### src/rtl/act_mon_pkg.sv
// Shared types and helpers for the act_mon activity monitor.
// Optional build macro ACT_MON_SAT_EN: event counters saturate instead of wrapping.
package act_mon_pkg;

  typedef enum logic {
    ST_IDLE = 1'b0,
    ST_EMIT = 1'b1
  } state_e;

  function automatic int ch_w(input int num_ch);
    return (num_ch > 1) ? $clog2(num_ch) : 1;
  endfunction

  // Increment a width-bit value; with sat set it sticks at all-ones, otherwise it wraps.
  function automatic logic [31:0] inc(input logic [31:0] value, input int width, input logic sat);
    logic [31:0] max_v;
    max_v = (width >= 32) ? 32'hFFFF_FFFF : ((32'd1 << width) - 32'd1);
    if (sat && (value == max_v)) return value;
    return (value + 32'd1) & max_v;
  endfunction

endpackage

### src/rtl/act_mon_channel.sv
// One monitored channel: event counter (cleared by snapshot) and saturating idle counter.
// Optional build macro ACT_MON_SAT_EN: event counter saturates instead of wrapping.
module act_mon_channel
  import act_mon_pkg::*;
#(
  parameter int CNT_W      = 8,
  parameter int IDLE_LIMIT = 16,
  localparam int IDLE_W    = $clog2(IDLE_LIMIT + 1)
) (
  input  logic             clk,
  input  logic             rst,
  input  logic             valid_i,
  input  logic             clear_i,
  output logic [CNT_W-1:0] cnt_o,
  output logic             idle_o
);

`ifdef ACT_MON_SAT_EN
  localparam logic SAT_EN = 1'b1;
`else
  localparam logic SAT_EN = 1'b0;
`endif

  logic [CNT_W-1:0]  cnt_q, cnt_d;
  logic [IDLE_W-1:0] idle_cnt_q, idle_cnt_d;

  always_comb begin
    cnt_d = cnt_q;
    // An event coinciding with the clear belongs to the new window.
    if (clear_i) begin
      cnt_d = valid_i ? CNT_W'(1) : '0;
    end else if (valid_i) begin
      cnt_d = CNT_W'(inc(32'(cnt_q), CNT_W, SAT_EN));
    end

    idle_cnt_d = idle_cnt_q;
    if (valid_i) begin
      idle_cnt_d = '0;
    end else if (idle_cnt_q != IDLE_W'(IDLE_LIMIT)) begin
      idle_cnt_d = IDLE_W'(inc(32'(idle_cnt_q), IDLE_W, 1'b1));
    end
  end

  always_ff @(posedge clk) begin
    if (rst) begin
      cnt_q      <= '0;
      idle_cnt_q <= '0;
    end else begin
      cnt_q      <= cnt_d;
      idle_cnt_q <= idle_cnt_d;
    end
  end

  assign cnt_o  = cnt_q;
  assign idle_o = (idle_cnt_q == IDLE_W'(IDLE_LIMIT));

endmodule

### src/rtl/act_mon.sv
// Multi-channel activity monitor: snapshots all channels on start_i and streams one report each.
// Optional build macro ACT_MON_SAT_EN: event counters saturate instead of wrapping.
module act_mon
  import act_mon_pkg::*;
#(
  parameter int NUM_CH     = 4,
  parameter int CNT_W      = 8,
  parameter int IDLE_LIMIT = 16,
  localparam int CH_W      = ch_w(NUM_CH)
) (
  input  logic              clk,
  input  logic              rst,
  input  logic [NUM_CH-1:0] ch_valid_i,
  input  logic              start_i,
  output logic              busy_o,
  output logic              rpt_valid_o,
  input  logic              rpt_ready_i,
  output logic [CH_W-1:0]   rpt_ch_o,
  output logic [CNT_W-1:0]  rpt_count_o,
  output logic              rpt_idle_o
);

  // Report handshake: a report transfers on a cycle where rpt_valid_o and rpt_ready_i
  // are both high; until then rpt_valid_o stays high and all rpt_* fields hold still.

  state_e            state_q, state_d;
  logic [CH_W-1:0]   idx_q, idx_d;
  logic [CNT_W-1:0]  snap_cnt_q [NUM_CH];
  logic [CNT_W-1:0]  snap_cnt_d [NUM_CH];
  logic [NUM_CH-1:0] snap_idle_q, snap_idle_d;
  logic [CNT_W-1:0]  rpt_count_q, rpt_count_d;
  logic              rpt_idle_q, rpt_idle_d;

  logic [CNT_W-1:0]  ch_cnt [NUM_CH];
  logic [NUM_CH-1:0] ch_idle;
  logic              snap_go;
  logic              accept;
  logic              last_idx;
  logic [CH_W-1:0]   idx_nxt;

  for (genvar g = 0; g < NUM_CH; g++) begin : g_ch
    act_mon_channel #(
      .CNT_W      (CNT_W),
      .IDLE_LIMIT (IDLE_LIMIT)
    ) u_ch (
      .clk     (clk),
      .rst     (rst),
      .valid_i (ch_valid_i[g]),
      .clear_i (snap_go),
      .cnt_o   (ch_cnt[g]),
      .idle_o  (ch_idle[g])
    );
  end

  assign snap_go  = (state_q == ST_IDLE) && start_i;
  assign accept   = (state_q == ST_EMIT) && rpt_ready_i;
  assign last_idx = (idx_q == CH_W'(NUM_CH - 1));
  assign idx_nxt  = idx_q + CH_W'(1);

  always_ff @(posedge clk) begin
    if (rst) state_q <= ST_IDLE;
    else     state_q <= state_d;
  end

  always_comb begin
    state_d = state_q;
    case (state_q)
      ST_IDLE: if (start_i) state_d = ST_EMIT;
      ST_EMIT: if (rpt_ready_i && last_idx) state_d = ST_IDLE;
      default: state_d = ST_IDLE;
    endcase
  end

  always_comb begin
    busy_o      = (state_q == ST_EMIT);
    rpt_valid_o = (state_q == ST_EMIT);
  end

  // Channel 0 is loaded straight into the report registers so its report is ready next cycle.
  always_comb begin
    idx_d       = idx_q;
    snap_cnt_d  = snap_cnt_q;
    snap_idle_d = snap_idle_q;
    rpt_count_d = rpt_count_q;
    rpt_idle_d  = rpt_idle_q;
    if (snap_go) begin
      for (int i = 0; i < NUM_CH; i++) snap_cnt_d[i] = ch_cnt[i];
      snap_idle_d = ch_idle;
      idx_d       = '0;
      rpt_count_d = ch_cnt[0];
      rpt_idle_d  = ch_idle[0];
    end else if (accept) begin
      if (last_idx) begin
        idx_d       = '0;
        rpt_count_d = '0;
        rpt_idle_d  = 1'b0;
      end else begin
        idx_d       = idx_nxt;
        rpt_count_d = snap_cnt_q[idx_nxt];
        rpt_idle_d  = snap_idle_q[idx_nxt];
      end
    end
  end

  always_ff @(posedge clk) begin
    if (rst) begin
      idx_q       <= '0;
      snap_idle_q <= '0;
      rpt_count_q <= '0;
      rpt_idle_q  <= 1'b0;
      for (int i = 0; i < NUM_CH; i++) snap_cnt_q[i] <= '0;
    end else begin
      idx_q       <= idx_d;
      snap_idle_q <= snap_idle_d;
      rpt_count_q <= rpt_count_d;
      rpt_idle_q  <= rpt_idle_d;
      for (int i = 0; i < NUM_CH; i++) snap_cnt_q[i] <= snap_cnt_d[i];
    end
  end

  assign rpt_ch_o    = idx_q;
  assign rpt_count_o = rpt_count_q;
  assign rpt_idle_o  = rpt_idle_q;

endmodule
### config.mk
export PLATFORM = sky130hd
export DESIGN_NAME = act_mon
export DESIGN_NICKNAME = d
export VERILOG_FILES = /design/src/rtl/act_mon_pkg.sv /design/src/rtl/act_mon_channel.sv /design/src/rtl/act_mon.sv
export SDC_FILE = /design/constraint.sdc
export NUM_CORES = 1
export LEC_CHECK = 0
export BUFFER_PORTS_ARGS = -buffer_cell sky130_fd_sc_hd__buf_2
export CORE_ASPECT_RATIO = 0.8
export CORE_MARGIN = 3
export CORE_UTILIZATION = 50
export CTS_BUF_LIST = sky130_fd_sc_hd__clkbuf_4 sky130_fd_sc_hd__clkbuf_8
export DETAILED_ROUTE_END_ITERATION = 8
export GPL_ROUTABILITY_DRIVEN = 0
export PLACE_DENSITY = 0.67
export SKIP_CTS_REPAIR_TIMING = 1
export SLEW_MARGIN = 20
export SYNTH_ARGS = -nofsm -noshare
export SYNTH_HDL_FRONTEND = slang
export SYNTH_SLANG_ARGS = --single-unit
### constraint.sdc
create_clock -name clk -period 3.7 [get_ports clk]
set_clock_uncertainty 0.15 [all_clocks]
set_input_delay 0.74 -clock clk [delete_from_list [all_inputs] [get_ports clk]]
set_output_delay 0.74 -clock clk [all_outputs]
set_load 0.005 [all_outputs]
==> results.sh <==
export IMPL_grt_max_degree=54
export IMPL_yosys_warnings=0
export IMPL_avgSynthCellArea_um2=8.795
export IMPL_relSlewSlack_pct=43.91
export IMPL_final_util_pct=55.91
export IMPL_status="finished clean"
export IMPL_n_antenna_cell=0
export IMPL_path_class="reg -> out"
export IMPL_htree_levels=3
export IMPL_whs_ns=0.3076
export IMPL_setup_tns_final_ns=0
export IMPL_hp_class="reg -> reg"
export IMPL_synth_cells=506
export IMPL_p_switching_mw=0.4397
export IMPL_ys_seq_area_share_pct=44.98
export IMPL_worst_ep_required_time_ns=2.81
export IMPL_die_x_um=111.5
export IMPL_antenna_found_initial=0
export IMPL_arrival_ns=1.38
export IMPL_rsz0062_at_grt="no"
export IMPL_synth_async_reset_ratio_pct=0
export IMPL_crit_fanout=13
export IMPL_synth_main_ff_cell="dfxtp_1"
export IMPL_final_max_slew_viol_count=0
export IMPL_wl_per_cell_um=13.89
export IMPL_end_kind="primary output"
export IMPL_fmax_mhz=441.3
export IMPL_root_buffer="clkbuf_8"
export IMPL_layout_common_cells="100 x dfxtp_1, 84 x nand2_1, 68 x a21oi_1"
export IMPL_clkSlewWorstSetupHoldPaths_ns=0.09
export IMPL_core_area_mm2=0.008558
export IMPL_overflow=0
export IMPL_yosysUniqueCellTypes=35
export IMPL_pwr_share_comb_pct=5.7
export IMPL_startpoint_type="flop"
export IMPL_p_clk_share_pct=36.1
export IMPL_syn_to_final_growth_pct=7.506
export IMPL_cpMaxStageDelayCell="dfxtp_1"
export IMPL_dp_final_hpwl_um=6094
export IMPL_vias=3506
export IMPL_p_seq_share_pct=58.2
export IMPL_worstSkewPairLatency_ns=0.36
export IMPL_cpPeakStageDelay_ns=0.78
export IMPL_synth_edf_count=0
export IMPL_power_density_mw_per_mm2=397.3
export IMPL_clock_sinks=100
export IMPL_dieArea_mm2=0.01008
export IMPL_vdd_ir_drop_max_v=0.0002065
export IMPL_p_int_mw=1.461
export IMPL_track_usage_pct=18.03
export IMPL_ant_nets=0
export IMPL_first_pass_iters=4
export IMPL_max_cap_violations=0
export IMPL_syn_nets=531
export IMPL_synth_seq_cells=100
export IMPL_clock_path_buffers=2
export IMPL_fin_nets=538
export IMPL_drive_above_1_share_pct=12.16
export IMPL_finalWirelength_um=8753
export IMPL_synth_cell_area_mm2=0.004451
export IMPL_drt_iter0_markers=226
export IMPL_crit_chain="buf_2"
export IMPL_hold_viol=0
export IMPL_num_fill_cells=786
export IMPL_cts_tree="done"
export IMPL_crit_buf_inv=1
export IMPL_ioPinCount=21
export IMPL_drc=0
export IMPL_setup_viol=0
export IMPL_cts_buffers=9
export IMPL_post_route_min_period_ns=2.266
export IMPL_final_common_cell="dfxtp_1"
export IMPL_initial_core_util_pct=52.00
export IMPL_total_power_mw=1.901
export IMPL_switching_share_pct=23.13
export IMPL_grt_pass1_vias=3232
export IMPL_io_buffers=20
export IMPL_period_share_pct=61.25
export IMPL_grt_first_pass_wirelength_um=15060
export IMPL_routed_via_density=5.565
export IMPL_leakagePower_nw=1.658
export IMPL_rows=30
export IMPL_crit_family="flip-flops"
export IMPL_worstMarginPinSlew_ns=0.8180
export IMPL_die_h_um=90.39
## worst register-to-register path: stages, from the launching register on
cell	delay (ns)
dfxtp_1	0.78
ha_1	0.53
mux4_2	0.38
inv_1	0.07
o22ai_1	0.07
## metrics by stage
step | instances | area, µm² | setup WS (ns)
after floorplan | 506 | 4451 | 1.881
after global placement | 613 | 4561 | 1.413
after detailed placement | 613 | 4561 | 1.334
after CTS | 629 | 4757 | 1.363
after global routing | 630 | 4785 | 1.279
final | 630 | 4785 | 1.434
## logic make-up after synthesis
| kind of cell | after synthesis | synth area share (%) |
|---|---|---|
| AND/OR/NAND/NOR | 180 | 20.61 |
| multiplexers | 15 | 5.904 |
| AO/OA/AOI/OAI | 120 | 14.53 |
| buffers and inverters | 58 | 6.044 |
| flip-flops | 100 | 44.98 |
| adder cells (fa/ha/maj) | 17 | 4.779 |
| XOR/XNOR | 16 | 3.149 |
## metal layers
metal / track usage, % / vias to the layer above / wire length [µm]
li1: - / 1783 / -
met1: 25.65 / 1674 / 4427
met2: 26.81 / 47 / 3955
met3: 4.689 / 2 / 335
met4: 5.876 / 0 / 35
met5: 0 / - / 0
## cell usage after synthesis, drive strengths merged, types with 10 or more instances
cell type / count / area share (%)
nor2: 23 / 1.9
ha: 17 / 4.8
nand3: 18 / 2.0
nand4: 10 / 1.5
o21ai: 30 / 3.4
xor2: 16 / 3.1
dfxtp: 100 / 45
nand2: 85 / 7.2
buf: 19 / 2.8
inv: 31 / 2.6
a21oi: 69 / 7.8
or3: 15 / 2.1
## power groups by stage
stage	clock network (mW)	registers, mW	logic, mW
6_report	0.686	1.11	0.109
3_3_place_gp	0	1.13	0.101
4_1_cts	0.710	1.11	0.105
2_1_floorplan	0	1.13	0.0892
5_1_grt	0.757	1.11	0.122
3_5_place_dp	0	1.13	0.104
## worst paths after layout
| path | startpoint | end | slack, ns | depth (start not counted) |
|---|---|---|---|---|
| hold / removal | snap_cnt_q[27] | snap_cnt_q[27] | 0.31 | 2 |
| hold reg to reg | snap_cnt_q[27] | snap_cnt_q[27] | 0.31 | 2 |
| setup reg to reg | rpt_ch_o[0] | rpt_count_o[6] | 1.58 | 4 |
| setup / recovery | rpt_ch_o[0] | rpt_ch_o[0] | 1.43 | 1 |
## sequential cells by signal (all words and copies together) (netlist names)
| name | count |
|---|---|
| busy_o | 1 |
| snap_idle_q | 4 |
| snap_cnt_q | 32 |
| rpt_ch_o | 2 |
| rpt_count_o | 8 |
| g_ch.u_ch.idle_cnt_q | 20 |
| rpt_idle_o | 1 |
| g_ch.u_ch.cnt_o | 32 |
## area by class of cell
class | instances | area (µm²) | share of cell area (%)
repair buffers | 23 | 142.6 | 2.981
flip-flops and latches | 100 | 2002 | 41.84
clock buffers | 12 | 146.4 | 3.060
well taps | 112 | 140.1 | 2.929
inverters | 31 | 116.4 | 2.432
multi-input cells | 348 | 2187 | 45.71
clock inverters | 4 | 50.05 | 1.046
(Power assumes the default switching activity.)
